### config.mk
export PLATFORM = sky130hd
export DESIGN_NAME = mult_seq_responder
export DESIGN_NICKNAME = d
export VERILOG_FILES = /design/src/rtl/mult_seq_responder.sv
export SDC_FILE = /design/constraint.sdc
export NUM_CORES = 1
export LEC_CHECK = 0
export BUFFER_PORTS_ARGS = -buffer_cell sky130_fd_sc_hd__buf_4
export CAP_MARGIN = 30
export CORE_MARGIN = 5
export CORE_UTILIZATION = 45
export DETAILED_ROUTE_END_ITERATION = 10
export PLACE_DENSITY = 0.63
export RECOVER_POWER = 25
export SLEW_MARGIN = 5
export SYNTH_ARGS = -nofsm -noshare
export SYNTH_HDL_FRONTEND = slang
export SYNTH_SLANG_ARGS = --single-unit
export TNS_END_PERCENT = 20
### constraint.sdc
create_clock -name clk -period 4.3 [get_ports clk]
set_input_delay 0.43 -clock clk [delete_from_list [all_inputs] [get_ports clk]]
set_output_delay 0.43 -clock clk [all_outputs]
set_load 0.03 [all_outputs]
### src/rtl/mult_seq_responder.sv
// Shift-and-add multiplier answering a start/done handshake.
// It processes one multiplier bit per cycle and always runs exactly WIDTH
// iterations. It gives a single-cycle done pulse and holds result until the
// next completion.
module mult_seq_responder #(
   parameter int unsigned WIDTH = 8
) (
   input  logic                 clk,
   input  logic                 reset_n,
   input  logic                 start,
   input  logic [WIDTH-1:0]     op_a,
   input  logic [WIDTH-1:0]     op_b,
   output logic                 busy,
   output logic                 done,
   output logic [2*WIDTH-1:0]   result
);

   localparam int unsigned CNT_W = $clog2(WIDTH + 1);
   localparam int unsigned RES_W = 2 * WIDTH;

   typedef enum logic [1:0] {
      IDLE   = 2'b00,
      RUN    = 2'b01,
      FINISH = 2'b10
   } state_e;

   state_e             state_q, state_d;
   logic [RES_W-1:0]   acc_q, acc_d;
   logic [RES_W-1:0]   mcand_q, mcand_d;
   logic [WIDTH-1:0]   mplier_q, mplier_d;
   logic [CNT_W-1:0]   cnt_q, cnt_d;
   logic [RES_W-1:0]   result_q, result_d;
   logic               busy_q, busy_d;
   logic               done_q, done_d;
   logic [RES_W-1:0]   acc_next;

   // Next-state, datapath step and registered-output decode
   always_comb begin
      state_d  = state_q;
      acc_d    = acc_q;
      mcand_d  = mcand_q;
      mplier_d = mplier_q;
      cnt_d    = cnt_q;
      result_d = result_q;
      acc_next = mplier_q[0] ? (acc_q + mcand_q) : acc_q;

      case (state_q)
         IDLE: begin
            if (start) begin
               state_d  = RUN;
               mcand_d  = RES_W'(op_a);
               mplier_d = op_b;
               acc_d    = '0;
               cnt_d    = '0;
            end
         end
         RUN: begin
            acc_d    = acc_next;
            mcand_d  = mcand_q << 1;
            mplier_d = mplier_q >> 1;
            cnt_d    = cnt_q + CNT_W'(1);
            // Last iteration: publish the sum including this cycle's add
            if (cnt_q == CNT_W'(WIDTH - 1)) begin
               result_d = acc_next;
               state_d  = FINISH;
            end
         end
         FINISH: begin
            state_d = IDLE;
         end
         default: begin
            state_d = IDLE;
         end
      endcase

      // Outputs are decoded from the next state so they flop alongside it
      busy_d = (state_d != IDLE);
      done_d = (state_d == FINISH);
   end

   // State and datapath registers
   always_ff @(posedge clk or negedge reset_n) begin
      if (!reset_n) begin
         state_q  <= IDLE;
         acc_q    <= '0;
         mcand_q  <= '0;
         mplier_q <= '0;
         cnt_q    <= '0;
         result_q <= '0;
         busy_q   <= 1'b0;
         done_q   <= 1'b0;
      end else begin
         state_q  <= state_d;
         acc_q    <= acc_d;
         mcand_q  <= mcand_d;
         mplier_q <= mplier_d;
         cnt_q    <= cnt_d;
         result_q <= result_d;
         busy_q   <= busy_d;
         done_q   <= done_d;
      end
   end

   assign busy   = busy_q;
   assign done   = done_q;
   assign result = result_q;

endmodule

; ---- After elaboration in Yosys (flattened, before gate mapping)
; Index checks and enable logic that the tools add are counted.
[classes]
bitwise_logic = 0
n_reduce_logical = 5
shifts = 0
n_mul = 0
div_mod_pow = 0
add_sub_neg = 2
eq_ne = 4
muxes = 12
order_cmp = 0
[ops]
columns = cell, count
row1 = 16-bit one-hot mux with 2 select lines, 2
row2 = 16-bit 2-to-1 mux, 3
row3 = 16-bit adder, 1
row4 = 8-bit one-hot mux with 2 select lines, 1
row5 = 8-bit 2-to-1 mux, 1
row6 = 4-bit one-hot mux with 2 select lines, 1
row7 = "4-bit by 1-bit adder with 4-bit output, second input constant", 1
row8 = "4-bit by 3-bit == test with 1-bit output, second input constant", 1
row9 = 2-bit 2-to-1 mux, 2
row10 = 4-bit 2-to-1 mux, 1
row11 = 2-bit one-hot mux with 2 select lines, 1
row12 = 2-bit AND reduction, 2
row13 = 2-bit nonzero test, 2
row14 = "2-bit by 1-bit == test with 1-bit output, second input constant", 1
row15 = "2-bit == test, second input constant", 1
row16 = 2-bit logical NOT, 1
row17 = "2-bit inequality test, second input constant", 1
[word_totals]
mem_count = 0
input_bits = 19
latch_bits = 0
mem_bits_rw = 0
out_inout_bits = 18
rom_bits = 0
register_bits = 64
word_cells = 31

; ---- Longest topological paths before layout
[depth]
ltp_word = 4
mapped_depth = 9
depth_no_buf = 9

; ---- Worst setup path before layout
; OpenSTA, ideal clock, no wires.
[synth_path]
kind = register to register
startpoint = reg acc_q[4]
endpoint = reg acc_q[9]
period_less_slack_ns = 2.313
setup_ns = 0.122
arrival_time_ns = 2.191
slack_ns = 1.987
t_required_ns = 4.178
stages_incl_launch_ff = 10
path_buffers = 1
cell_sequence = dfrtp_1 -> ha_1 -> buf_6 -> a21oi_4 -> nand2_2 -> o21a_1 -> o31a_1 -> o21a_1 -> or3_1 -> a32o_1
[synth_via]
elab_chain_len = 3
[synth_lines]
columns = item, line_no
row1 = start: declaration, 28  ; logic [RES_W-1:0] acc_q, acc_d;
row2 = start signal: assignment, 85  ; acc_q <= '0;
row3 = start signal: assignment, 94  ; acc_q <= acc_d;
row4 = 16-bit adder, 45  ; acc_next = mplier_q[0] ? (acc_q + mcand_q) : acc_q;
row5 = 16-bit 2-to-1 mux, 45
row6 = 16-bit one-hot mux with 2 select lines, 47  ; case (state_q)
; No other way between the ends.
; A chain may end at the register's enable or synchronous reset.

; ---- Final worst setup path
; Ends and elaborated chain as after synthesis.

==> metrics.csv <==
metric,value,unit
Clock transition at path regs,0.06,ns
post-synthesis cell type count,40,
register area share after synthesis,45.94,%
Sink Count,64,
worst-path fanout max,7,
final setup vio count,0,
DR WL/cell,15.35,microns
area grow syn2layout,14.32,%
Detail Placement HPWL,5202,microns
Starting Density,45.58,%
Vias/cell,5.479,
worst-margin pin slew,0.8027,ns
Setup Skew,0.01062,ns
die area,9607,sq um
Setup TNS Final,0,ns
Max Fclk,404.9,MHz
Syn. warnings,0,
layout cell share with drive strength beyond 1,15.01,%
fill count,716,
row count,32,
post-cts sizing count,0,
Final GP Congestion,0.8122,
die width,98.02,microns
status,"complete, no violations",
postcts setup bufs,0,
# diodes,0,
layout net count,426,
CTS Buffer Depth,2,
Die Height,98.02,microns
Mapped Cells,360,
vias in the first global route,2662,
Critical Path RT,4.52,ns
Reg2Reg Setup Slack,1.83,ns
Util after Layout,52.11,%
final hold violations,0,
antenna violations before repair,0,
Most Crowded Layer GR,met2,
CP startpoint kind,flip-flop,
mapped cell area,3486,sq um
number of port buffers,36,
post-route clock period utilization,57.44,%
largest net degree at the start of global routing,65,
Place WS,1.864,ns
# DRC,0,
M3 GR Usage,3.857,%
H-tree depth,3,
post-synthesis average cell area,9.683,sq um
synthesis-stage register bit count,64,
Root Driver,clkbuf_8,
I/O Pins,37,
number of max-cap violations,0,
met1 usage,23.44,%
Critical R2R Launch,acc_q[4],
power per cell area,724.2,nW/um^2
Synth area leader,dfrtp_1,
CTS Buf Count,9,
min Tclk post-route,2.470,ns
"Async S/R FF share, synth",100.0,%
gr usage total,16.37,%
routed via count,2712,
crit path DAT,2.69,ns
RSZ-0062 raised after global routing,no,
"EDFF count, synth",0,
predominant post-synthesis flop cell,dfrtp_1,
grt total ovfl,0,
Multi-input gate area,1783,sq um
TritonCTS clock tree,done,
register area,1602,sq um
Hold Buf Count CTS,0,
drt pass-1 iters,4,
syn nets,396,
Setup CP Type,flip-flop to flip-flop,
r2r endpoint,acc_q[9],
Synth top area share,45.94,%
DRT iter0 DRCs,108,
Tightest Hold Check Type,input pin to asynchronous set/reset pin,
routed wire length,7596,microns
leakage,0.001829,uW
relative slew slack,46.49,%
insertion delay to the later sink of the worst-skew pair,0.34,ns
GR Layer Usage met2,24.14,%
remaining antenna violation count,0,
final setup margin,1.830,ns
Synth area leaders,"dfrtp_1 (46%), o21ai_0 (6.7%), ha_1 (5.7%), a22o_1 (5.0%), a21oi_1 (4.0%)",
FF-to-FF path depth,8,
endpoint type of the worst setup path,flip-flop,
Core ar.,7647,sq um
VDD IR max,0.3046,mV
max-slew violations,0,
first-pass GRT wire length,12770,microns
-- cell usage after synthesis (4+ instances only) --
library cell,count
dfrtp_1,64
o21ai_0,47
nand2_1,33
a21oi_1,28
nor2b_1,21
a22o_1,20
clkbuf_1,20
ha_1,16
a22oi_1,14
mux2i_1,13
nor2_1,13
xnor2_1,8
nand3_1,7
o21a_1,5
a21o_1,4
a31oi_1,4
nand2b_1,4
o211ai_1,4
or2_2,4
-- placed cells by master (no fill, tap or decap), types with 4 or more instances in the layout --
cell      netlist  layout
xnor2_1         8       8
nand2_1        33      33
clkbuf_8        0      10
buf_4           0      41
o21a_1          5       5
a31oi_1         4       4
a22oi_1        14      14
dfrtp_1        64      64
or2_2           4       4
o21ai_0        47      46
nand2b_1        4       4
a21oi_1        28      28
nor2b_1        21      21
o211ai_1        4       4
ha_1           16      16
nand3_1         7       7
a21o_1          4       4
a22o_1         20      20
mux2i_1        13      13
nor2_1         13      13
-- registers in the layout (all words and copies together), names as in the netlist --
register  count
busy          1
done          1
acc_q        16
state_q       2
cnt_q         4
mcand_q      16
result       16
mplier_q      8
-- stage by stage --
step / instance area (sq um) / hold slack (ns) / cells / total power (uW)
final: 3985 / 0.1883 / 495 / 2886
after global routing: 3985 / 0.2588 / 495 / 3119
after CTS: 3985 / 0.2238 / 495 / 2905
after detailed placement: 3831 / 0.4729 / 481 / 2473
after global placement: 3816 / 0.4632 / 479 / 2423
after floorplan: 3486 / 0.1344 / 360 / 2069
-- where the power goes --
| part | internal (uW) | switching [uW] | leakage, uW | total [uW] |
|---|---|---|---|---|
| sequential | 839 | 214 | 0.000844 | 1050 |
| combinational | 578 | 828 | 0.000906 | 1410 |
| clock | 218 | 208 | 0.0000794 | 427 |
-- how the worst max path moves through the flow --
stage,from,end
3_3_place_gp,mcand_q[0],acc_q[14]
4_1_cts,acc_q[4],acc_q[9]
6_report,acc_q[4],acc_q[9]
5_1_grt,mcand_q[0],acc_q[14]
2_1_floorplan,acc_q[4],acc_q[9]
3_5_place_dp,acc_q[4],acc_q[9]
-- layout make-up --
cell class / count / share of cell area, %
timing repair buffer: 41 / 7.724
clock buffer: 13 / 3.736
multi-input combinational: 271 / 44.74
sequential: 64 / 40.19
clock inverter: 1 / 0.1256
tap: 102 / 3.203
inverter: 3 / 0.2826
-- cell families after synthesis --
logic type      after synthesis  synth area share [%]
fa+ha+maj                    17                 6.317
simple gates                 92                 12.89
xor+xnor                     11                 2.764
flops                        64                 45.94
mux                          14                 4.056
buf+inv                      25                 2.907
compound gates              137                 25.13
-- worst max-delay path, cell delays in order, from the launching register on --
cell	delay, ns
dfrtp_1	0.39
ha_1	0.42
a21oi_4	0.20
nand2_2	0.09
o21a_1	0.22
o31a_1	0.28
o21a_1	0.19
or3_1	0.31
a32o_1	0.26
-- metal layers --
layer  vias to the layer above  share of wire [%]
li1                       1365                  -
met1                      1285                 51
met2                        52                 43
met3                        10                4.2
met4                         0                1.6
met5                         -                  0
Power figures use the tool's default switching activity.
